[src/rtl/rgb_led_sequencer.sv]
// RGB LED colour sequencer: steps RLED/GLED/BLED through the 8-colour cycle with
// run/pause, direction, programmable dwell, single-step and PWM brightness.
module rgb_led_sequencer #(
    parameter int DWELL_W = 24,
    parameter int PWM_W   = 8
) (
    input  logic               clk_2m,
    input  logic               combo_reset,
    input  logic               en,
    input  logic               dir_up,
    input  logic               step_req,
    input  logic [DWELL_W-1:0] dwell_cycles,
    input  logic [PWM_W-1:0]   brightness,
    output logic [2:0]         color_idx,
    output logic               rled,
    output logic               gled,
    output logic               bled,
    output logic               wrap,
    output logic               running
);

    typedef enum logic [1:0] {
        ST_IDLE  = 2'd0,
        ST_RUN   = 2'd1,
        ST_PAUSE = 2'd2
    } state_t;

    state_t             state_q, state_d;
    logic [DWELL_W-1:0] dwell_cnt_q, dwell_cnt_d;
    logic [PWM_W-1:0]   pwm_cnt_q, pwm_cnt_d;
    logic [2:0]         color_idx_q, color_idx_d;
    logic               rled_q, rled_d;
    logic               gled_q, gled_d;
    logic               bled_q, bled_d;
    logic               wrap_q, wrap_d;
    logic               running_q, running_d;

    logic [DWELL_W-1:0] dwell_lim_s;
    logic               adv_s;
    logic               ch_on_s;
    logic               led_en_s;

    function automatic logic [2:0] next_color(input logic [2:0] c, input logic up);
        if (up) begin
            next_color = c + 3'd1;
        end else begin
            next_color = c - 3'd1;
        end
    endfunction

    // State register and all output flops
    always_ff @(posedge clk_2m or posedge combo_reset) begin
        if (combo_reset) begin
            state_q     <= ST_IDLE;
            dwell_cnt_q <= {DWELL_W{1'b0}};
            pwm_cnt_q   <= {PWM_W{1'b0}};
            color_idx_q <= 3'd0;
            rled_q      <= 1'b0;
            gled_q      <= 1'b0;
            bled_q      <= 1'b0;
            wrap_q      <= 1'b0;
            running_q   <= 1'b0;
        end else begin
            state_q     <= state_d;
            dwell_cnt_q <= dwell_cnt_d;
            pwm_cnt_q   <= pwm_cnt_d;
            color_idx_q <= color_idx_d;
            rled_q      <= rled_d;
            gled_q      <= gled_d;
            bled_q      <= bled_d;
            wrap_q      <= wrap_d;
            running_q   <= running_d;
        end
    end

    // Next-state, dwell timing, colour advance and LED drive
    always_comb begin
        state_d     = state_q;
        dwell_cnt_d = dwell_cnt_q;
        color_idx_d = color_idx_q;
        wrap_d      = 1'b0;
        adv_s       = 1'b0;
        pwm_cnt_d   = pwm_cnt_q + {{(PWM_W-1){1'b0}}, 1'b1};

        // A dwell of 0 behaves as 1, so the terminal count saturates at 0
        if (dwell_cycles == {DWELL_W{1'b0}}) begin
            dwell_lim_s = {DWELL_W{1'b0}};
        end else begin
            dwell_lim_s = dwell_cycles - {{(DWELL_W-1){1'b0}}, 1'b1};
        end

        case (state_q)
            ST_IDLE: begin
                if (en) begin
                    state_d     = ST_RUN;
                    dwell_cnt_d = {DWELL_W{1'b0}};
                end else begin
                    state_d = ST_IDLE;
                end
            end
            ST_RUN: begin
                if (!en) begin
                    state_d = ST_PAUSE;
                end else if (dwell_cnt_q >= dwell_lim_s) begin
                    adv_s       = 1'b1;
                    dwell_cnt_d = {DWELL_W{1'b0}};
                end else begin
                    dwell_cnt_d = dwell_cnt_q + {{(DWELL_W-1){1'b0}}, 1'b1};
                end
            end
            ST_PAUSE: begin
                if (en) begin
                    state_d = ST_RUN;
                end else if (step_req) begin
                    adv_s = 1'b1;
                end else begin
                    state_d = ST_PAUSE;
                end
            end
            default: begin
                state_d     = ST_IDLE;
                dwell_cnt_d = {DWELL_W{1'b0}};
            end
        endcase

        if (adv_s) begin
            color_idx_d = next_color(color_idx_q, dir_up);
            wrap_d      = (dir_up && (color_idx_q == 3'd7)) || (!dir_up && (color_idx_q == 3'd0));
        end else begin
            color_idx_d = color_idx_q;
        end

        ch_on_s   = (pwm_cnt_q < brightness) || (brightness == {PWM_W{1'b1}});
        led_en_s  = (state_q != ST_IDLE);
        rled_d    = color_idx_q[2] & ch_on_s & led_en_s;
        gled_d    = color_idx_q[1] & ch_on_s & led_en_s;
        bled_d    = color_idx_q[0] & ch_on_s & led_en_s;
        running_d = (state_d == ST_RUN);
    end

    assign color_idx = color_idx_q;
    assign rled      = rled_q;
    assign gled      = gled_q;
    assign bled      = bled_q;
    assign wrap      = wrap_q;
    assign running   = running_q;

endmodule

[config.mk]
export PLATFORM = sky130hd
export DESIGN_NAME = rgb_led_sequencer
export DESIGN_NICKNAME = d
export VERILOG_FILES = /design/src/rtl/rgb_led_sequencer.sv
export SDC_FILE = /design/constraint.sdc
export NUM_CORES = 1
export LEC_CHECK = 0
export CORE_AREA = 2 2 112 141
export DETAILED_ROUTE_END_ITERATION = 8
export DIE_AREA = 0 0 114 143
export DONT_BUFFER_PORTS = 1
export HOLD_SLACK_MARGIN = 0.12
export PLACE_DENSITY = 0.48
export SYNTH_ARGS = -nofsm -noshare
export SYNTH_HDL_FRONTEND = slang
export SYNTH_SLANG_ARGS = --single-unit
[constraint.sdc]
create_clock -name clk_2m -period 3.7 [get_ports clk_2m]
set_input_delay 0.37 -clock clk_2m [delete_from_list [all_inputs] [get_ports clk_2m]]
set_output_delay 0.37 -clock clk_2m [all_outputs]
set_load 0.1 [all_outputs]
# [Word-level counts from Yosys, hierarchy flattened]
# Index checks and enable logic that the tools add are counted.
[word_totals] regBits=42
[classes] add_sub_neg=5 magnitude_cmp=2 eq_ne=7 n_mux=17 n_bitwise=7 reduce_logical=10
[op_table] cell="24-bit two-way mux" n=4
[op_table] cell="24-bit one-hot mux with 3 select lines" n=1
[op_table] cell="24-bit by 1-bit adder with 24-bit output (second input constant)" n=1
[op_table] cell="24-bit greater-or-equal comparator" n=1
[op_table] cell="24-bit zero test" n=1
[op_table] cell="24-bit by 1-bit subtractor with 24-bit output (second input constant)" n=1
[op_table] cell="8-bit by 1-bit adder with 8-bit output (second input constant)" n=1
[op_table] cell="8-bit == test (second input constant)" n=1
[op_table] cell="8-bit less-than comparator" n=1
[op_table] cell="1-bit AND" n=6
[op_table] cell="1-bit two-way mux" n=6
[op_table] cell="2-bit two-way mux" n=3
[op_table] cell="2-bit one-hot mux with 3 select lines" n=1
[op_table] cell="2-bit by 1-bit == test with 1-bit output (second input constant)" n=2
[op_table] cell="2-bit != test (second input constant)" n=2
[op_table] cell="3-bit by 1-bit adder with 3-bit output (second input constant)" n=1
[op_table] cell="3-bit == test (second input constant)" n=1
[op_table] cell="3-bit zero test" n=1
[op_table] cell="3-bit two-way mux" n=1
[op_table] cell="3-bit AND reduction" n=1
[op_table] cell="3-bit by 1-bit subtractor with 3-bit output (second input constant)" n=1
[op_table] cell="2-bit == test (second input constant)" n=1
[op_table] cell="1-bit logical AND" n=2
[op_table] cell="2-bit zero test" n=1
[op_table] cell="5 further kinds" n=6

# [Depth between registers and ports, before layout]
[logic_depth] word_depth=7 depth_mapped=16 depth_no_buf=13

# [Worst setup path before layout]
# No wires, ideal clock.
[synth_path] kind="input to register" startpoint="in dwell_cycles[4]" endpoint="reg dwell_cnt_q[23]" arrival_time_ns=3.326 path_slack_ns=0.274 cell_stages=15 n_path_buf=3 path_cell_list="or3_1 > nor4_4 > nand3b_1 > or3_1 > clkbuf_1 > buf_2 > nand2_1 > ha_1 > a211oi_1 > o22ai_1 > a211oi_4 > and2_4 > nand3_4 > buf_6 > o311ai_2"
[synth_via] elab_chain_len=6 elab_cells_between_ends=7 classes_between="1 x add/sub; 1 x order compare; 4 x mux; 1 x reduce/logical"
[synth_lines] item="start: declaration" line="12" rtl="input logic [DWELL_W-1:0] dwell_cycles,"
[synth_lines] item="24-bit by 1-bit subtractor with 24-bit output or 24-bit zero test (tied branches)" line="89, 86"
[synth_lines] item="24-bit two-way mux (*)" line="86" rtl="if (dwell_cycles == {DWELL_W{1'b0}}) begin"
[synth_lines] item="24-bit greater-or-equal comparator (*)" line="104" rtl="end else if (dwell_cnt_q >= dwell_lim_s) begin"
[synth_lines] item="24-bit two-way mux (*)" line="104"
[synth_lines] item="24-bit two-way mux (*)" line="102" rtl="if (!en) begin"
[synth_lines] item="24-bit one-hot mux with 3 select lines (*)" line="92" rtl="case (state_q)"
[synth_lines] item="end signal: assignment" line="55" rtl="dwell_cnt_q <= {DWELL_W{1'b0}};"
[synth_lines] item="end signal: assignment" line="65" rtl="dwell_cnt_q <= dwell_cnt_d;"
[synth_lines] item="end: declaration" line="29" rtl="logic [DWELL_W-1:0] dwell_cnt_q, dwell_cnt_d;"
# Mark *: on every way between the ends. The rest lies on a longest branch, timed or not. The select of a mux whose other input is x is not followed.
# A chain may end at the register's enable or synchronous reset.

# [Worst setup path in the final report]
[layout_path] startpoint="in dwell_cycles[4]" endpoint="reg color_idx_q[2] (netlist: color_idx[2])"
[layout_via] elab_chain_len=6 elab_cells_between_ends=7 classes_between="1 x add/sub; 1 x order compare; 4 x mux; 1 x reduce/logical"
[layout_lines] item="24-bit by 1-bit subtractor with 24-bit output or 24-bit zero test (tied branches)" line="89, 86"
[layout_lines] item="24-bit two-way mux (*)" line="86"
[layout_lines] item="24-bit greater-or-equal comparator (*)" line="104"
[layout_lines] item="1-bit two-way mux (*)" line="104"
[layout_lines] item="1-bit two-way mux (*)" line="102"
[layout_lines] item="1-bit one-hot mux with 2 select lines (*)" line="92"
[layout_lines] item="end signal: assignment" line="67" rtl="color_idx_q <= color_idx_d;"
[layout_lines] item="end: declaration" line="31" rtl="logic [2:0] color_idx_q, color_idx_d;"
# Mark *: on every way between the ends. The rest lies on a longest branch, timed or not.

==> flow_metrics.py <==
metrics = {
    "outcome": {
        "status": "finished, final reports clean",
    },
    "critical_path": {
        "cp_max_fo": 17,
        "arrival_ns": 3.58,
        "r2r_setup_slack_ns": 1.29,
        "start_kind": "primary input",
        "regToRegEndpoint": "color_idx[2]$_DFFE_PP0P_",
        "end_kind": "flop",
        "cp.required_ns": 3.91,
        "worst-setup-path-type": "primary input to flop",
        "timing.rr.start": "dwell_cnt_q[21]$_DFFE_PP0P_",
        "reg2reg_depth": 8,
    },
    "global_routing": {
        "grt_usage": 0.110,
        "antenna_found_initial": 0,
        "grt-ovfl-total": 0,
        "met3_usage": 0.0136,
        "grt_use_met1": 0.136,
        "gr-max-usage-layer": "met2",
        "grt_pass1_wl_um": 14900,
        "grt_max_degree": 43,
        "first_global_vias": 3230,
        "grt_use_met2": 0.203,
    },
    "yosys": {
        "synth_common_cells": "68 x nand2_1, 42 x dfrtp_1, 39 x ha_1",
        "yosys.cell_types.count": 59,
        "synth_seq_area_share": 0.285,
        "yosysWarningCount": 0,
        "synth_top_area_share": 0.285,
        "synth_async_sr_flop_share": 1.00,
        "synth_area_leaders": "dfrtp_1 28%, ha_1 13%, nand2_1 6.9%",
        "netlist.top_cell.by_area": "dfrtp_1",
        "avgSynthCellArea_um2": 8.59,
        "synth_edf_count": 0,
        "synthesis.area_um2": 3690,
        "ys_seq_elements": 42,
        "synth.most_common_cell": "nand2_1",
        "ys.flop_type": "dfrtp_1",
        "synth_nets": 507,
        "synthCells": 430,
    },
    "die": {
        "ioPinCount": 45,
        "die_h_um": 143,
        "core_um2": 14900,
        "die_w_um": 114,
        "placementRows": 50,
        "start_util": 0.248,
        "die_area_um2": 16300,
    },
    "sta": {
        "max_freq_ghz": 0.297,
        "drv_slew": 0,
        "skew_ns": 0.00480,
        "finalHoldViolCount": 0,
        "worstMarginPinSlew_ns": 1.15,
        "slew_headroom": 0.235,
        "finalCritPeriodShare": 0.912,
        "finalSetupViolCount": 0,
        "rsz0062_at_grt": "false",
        "fin_crit_ns": 3.37,
    },
    "layout": {
        "utilization": 0.278,
        "n_antenna_cell": 0,
        "fin_nets": 514,
        "fill_cells": 1609,
        "layout-drive-gt1-share": 0.0915,
        "final_area_um2": 4140,
        "synthToLayoutAreaGrowth_pct": 12.0,
    },
    "clock_network": {
        "insertion_delay_ns": 0.28,
        "postCtsHoldBufs": 0,
        "cts_root_buf": "clkbuf_16",
        "cts_tree": "built",
        "clk_pin_slew_ns": 0.06,
        "cts_buffers": 5,
        "post-cts-setup-buffers": 0,
        "cts_resized": 0,
        "cts_sinks": 42,
        "h-tree-depth": 2,
        "cts_max_path_buffers": 2,
    },
    "route": {
        "drt.antenna.violating_nets": 0,
        "num_vias": 3155,
        "wl_per_cell_um": 14.1,
        "drt_iter0_markers": 157,
        "avgViaCountPerCell": 5.10,
        "totalWireLength_um": 8710,
        "drt_pass1_iterations": 4,
        "drc": 0,
    },
    "power": {
        "powerDensity_nw_per_um2": 403,
        "power.static_leakage_nw": 1.80,
        "irDropWorstVdd_mv": 0.241,
    },
    "min_path": {
        "hold_path_class": "primary input to asynchronous set/reset pin",
    },
    "flow_run": {
        "maxCapViolCount": 0,
    },
    "placed_design": {
        "gp_congestion": 0.804,
        "dpl_cell_area_um2": 3970,
        "hpwl_um": 6870,
        "portBuffers": 0,
    },
}
-- sequential cells by signal (all words and copies together), names as in the netlist --
register	cells
dwell_cnt_q	24
pwm_cnt_q	8
color_idx	3
state_q	2
bled	1
gled	1
rled	1
running	1
wrap	1
-- metal layers --
layer / up-vias / wire length, um
li1: 1588 / -
met2: 63 / 4260
met5: - / 0
met4: 0 / 87
met1: 1499 / 4010
met3: 5 / 349
-- critical path: stages --
cell and delay [ns]:
or3_1 0.44, nand4b_4 0.23, or2_1 0.28, nor3_1 0.18
xor2_1 0.17, nand2_1 0.07, ha_1 0.34, nand4_4 0.13
nor4_4 0.35, a21o_2 0.20, a31oi_4 0.05, buf_12 0.19
or4_1 0.50, nand3_1 0.08
-- through the flow --
step	std cells	worst slack [ns]	TNS, ns	hold WS (ns)	power, mW
global route	619	0.0741	0	0.177	1.77
floorplan	430	0.274	0	0.448	1.05
finish	619	0.327	0	0.120	1.67
global placement	612	0.0765	0	0.462	1.16
CTS	619	0.280	0	0.152	1.68
detailed placement	612	-0.0262	-0.0289	0.458	1.16
-- placed cells by master (no fill, tap or decap), drive strengths merged, types with 3 or more instances in the layout --
| cell type | instances |
|---|---|
| clkbuf | 6 |
| a211oi | 5 |
| a21o | 6 |
| buf | 14 |
| o211ai | 5 |
| nand4 | 23 |
| inv | 28 |
| or3 | 7 |
| o22ai | 8 |
| mux2i | 5 |
| nand3 | 20 |
| nand2b | 4 |
| o41ai | 3 |
| o311ai | 10 |
| nand2 | 69 |
| and3 | 5 |
| o21ai | 12 |
| nor2 | 22 |
| ha | 39 |
| and2 | 4 |
| a31oi | 10 |
| a21oi | 10 |
| xor2 | 18 |
| nor3 | 16 |
| nand4b | 5 |
| nor4 | 10 |
| xnor2 | 9 |
| dfrtp | 42 |
-- where the power goes --
group          internal [mW]  switching [mW]
clock                  0.333           0.182
sequential             0.497           0.202
combinational          0.173           0.280
total                   1.00           0.664
-- worst max-delay path by stage --
stage / to / start / slack, ns / cells past startpoint
6_report: color_idx[2]$_DFFE_PP0P_ / dwell_cycles[4] / 0.33 / 14
5_1_grt: color_idx[2]$_DFFE_PP0P_ / dwell_cycles[11] / 0.07 / 14
4_1_cts: color_idx[2]$_DFFE_PP0P_ / dwell_cycles[4] / 0.28 / 14
3_5_place_dp: dwell_cnt_q[19]$_DFFE_PP0P_ / dwell_cycles[4] / -0.03 / 13
3_3_place_gp: color_idx[2]$_DFFE_PP0P_ / dwell_cycles[4] / 0.08 / 14
2_1_floorplan: dwell_cnt_q[23]$_DFFE_PP0P_ / dwell_cycles[4] / 0.27 / 15
-- cell type report --
cell class,count,area [um2],area share
sequential,42,1050,0.254
clock buffer,6,139,0.0336
tap,182,228,0.0551
multi-input combinational,345,2460,0.595
clock inverter,1,30.0,0.00726
timing repair buffer,14,118,0.0284
inverter,29,109,0.0263
-- logic make-up after synthesis --
group | share of synthesized area
buffers and inverters | 0.0498
XOR/XNOR | 0.0640
multiplexers | 0.0166
flip-flops | 0.285
adder cells (fa/ha/maj) | 0.138
AND/OR/NAND/NOR | 0.294
AO/OA/AOI/OAI | 0.154
Note: power is estimated with default switching activity, not from simulation.
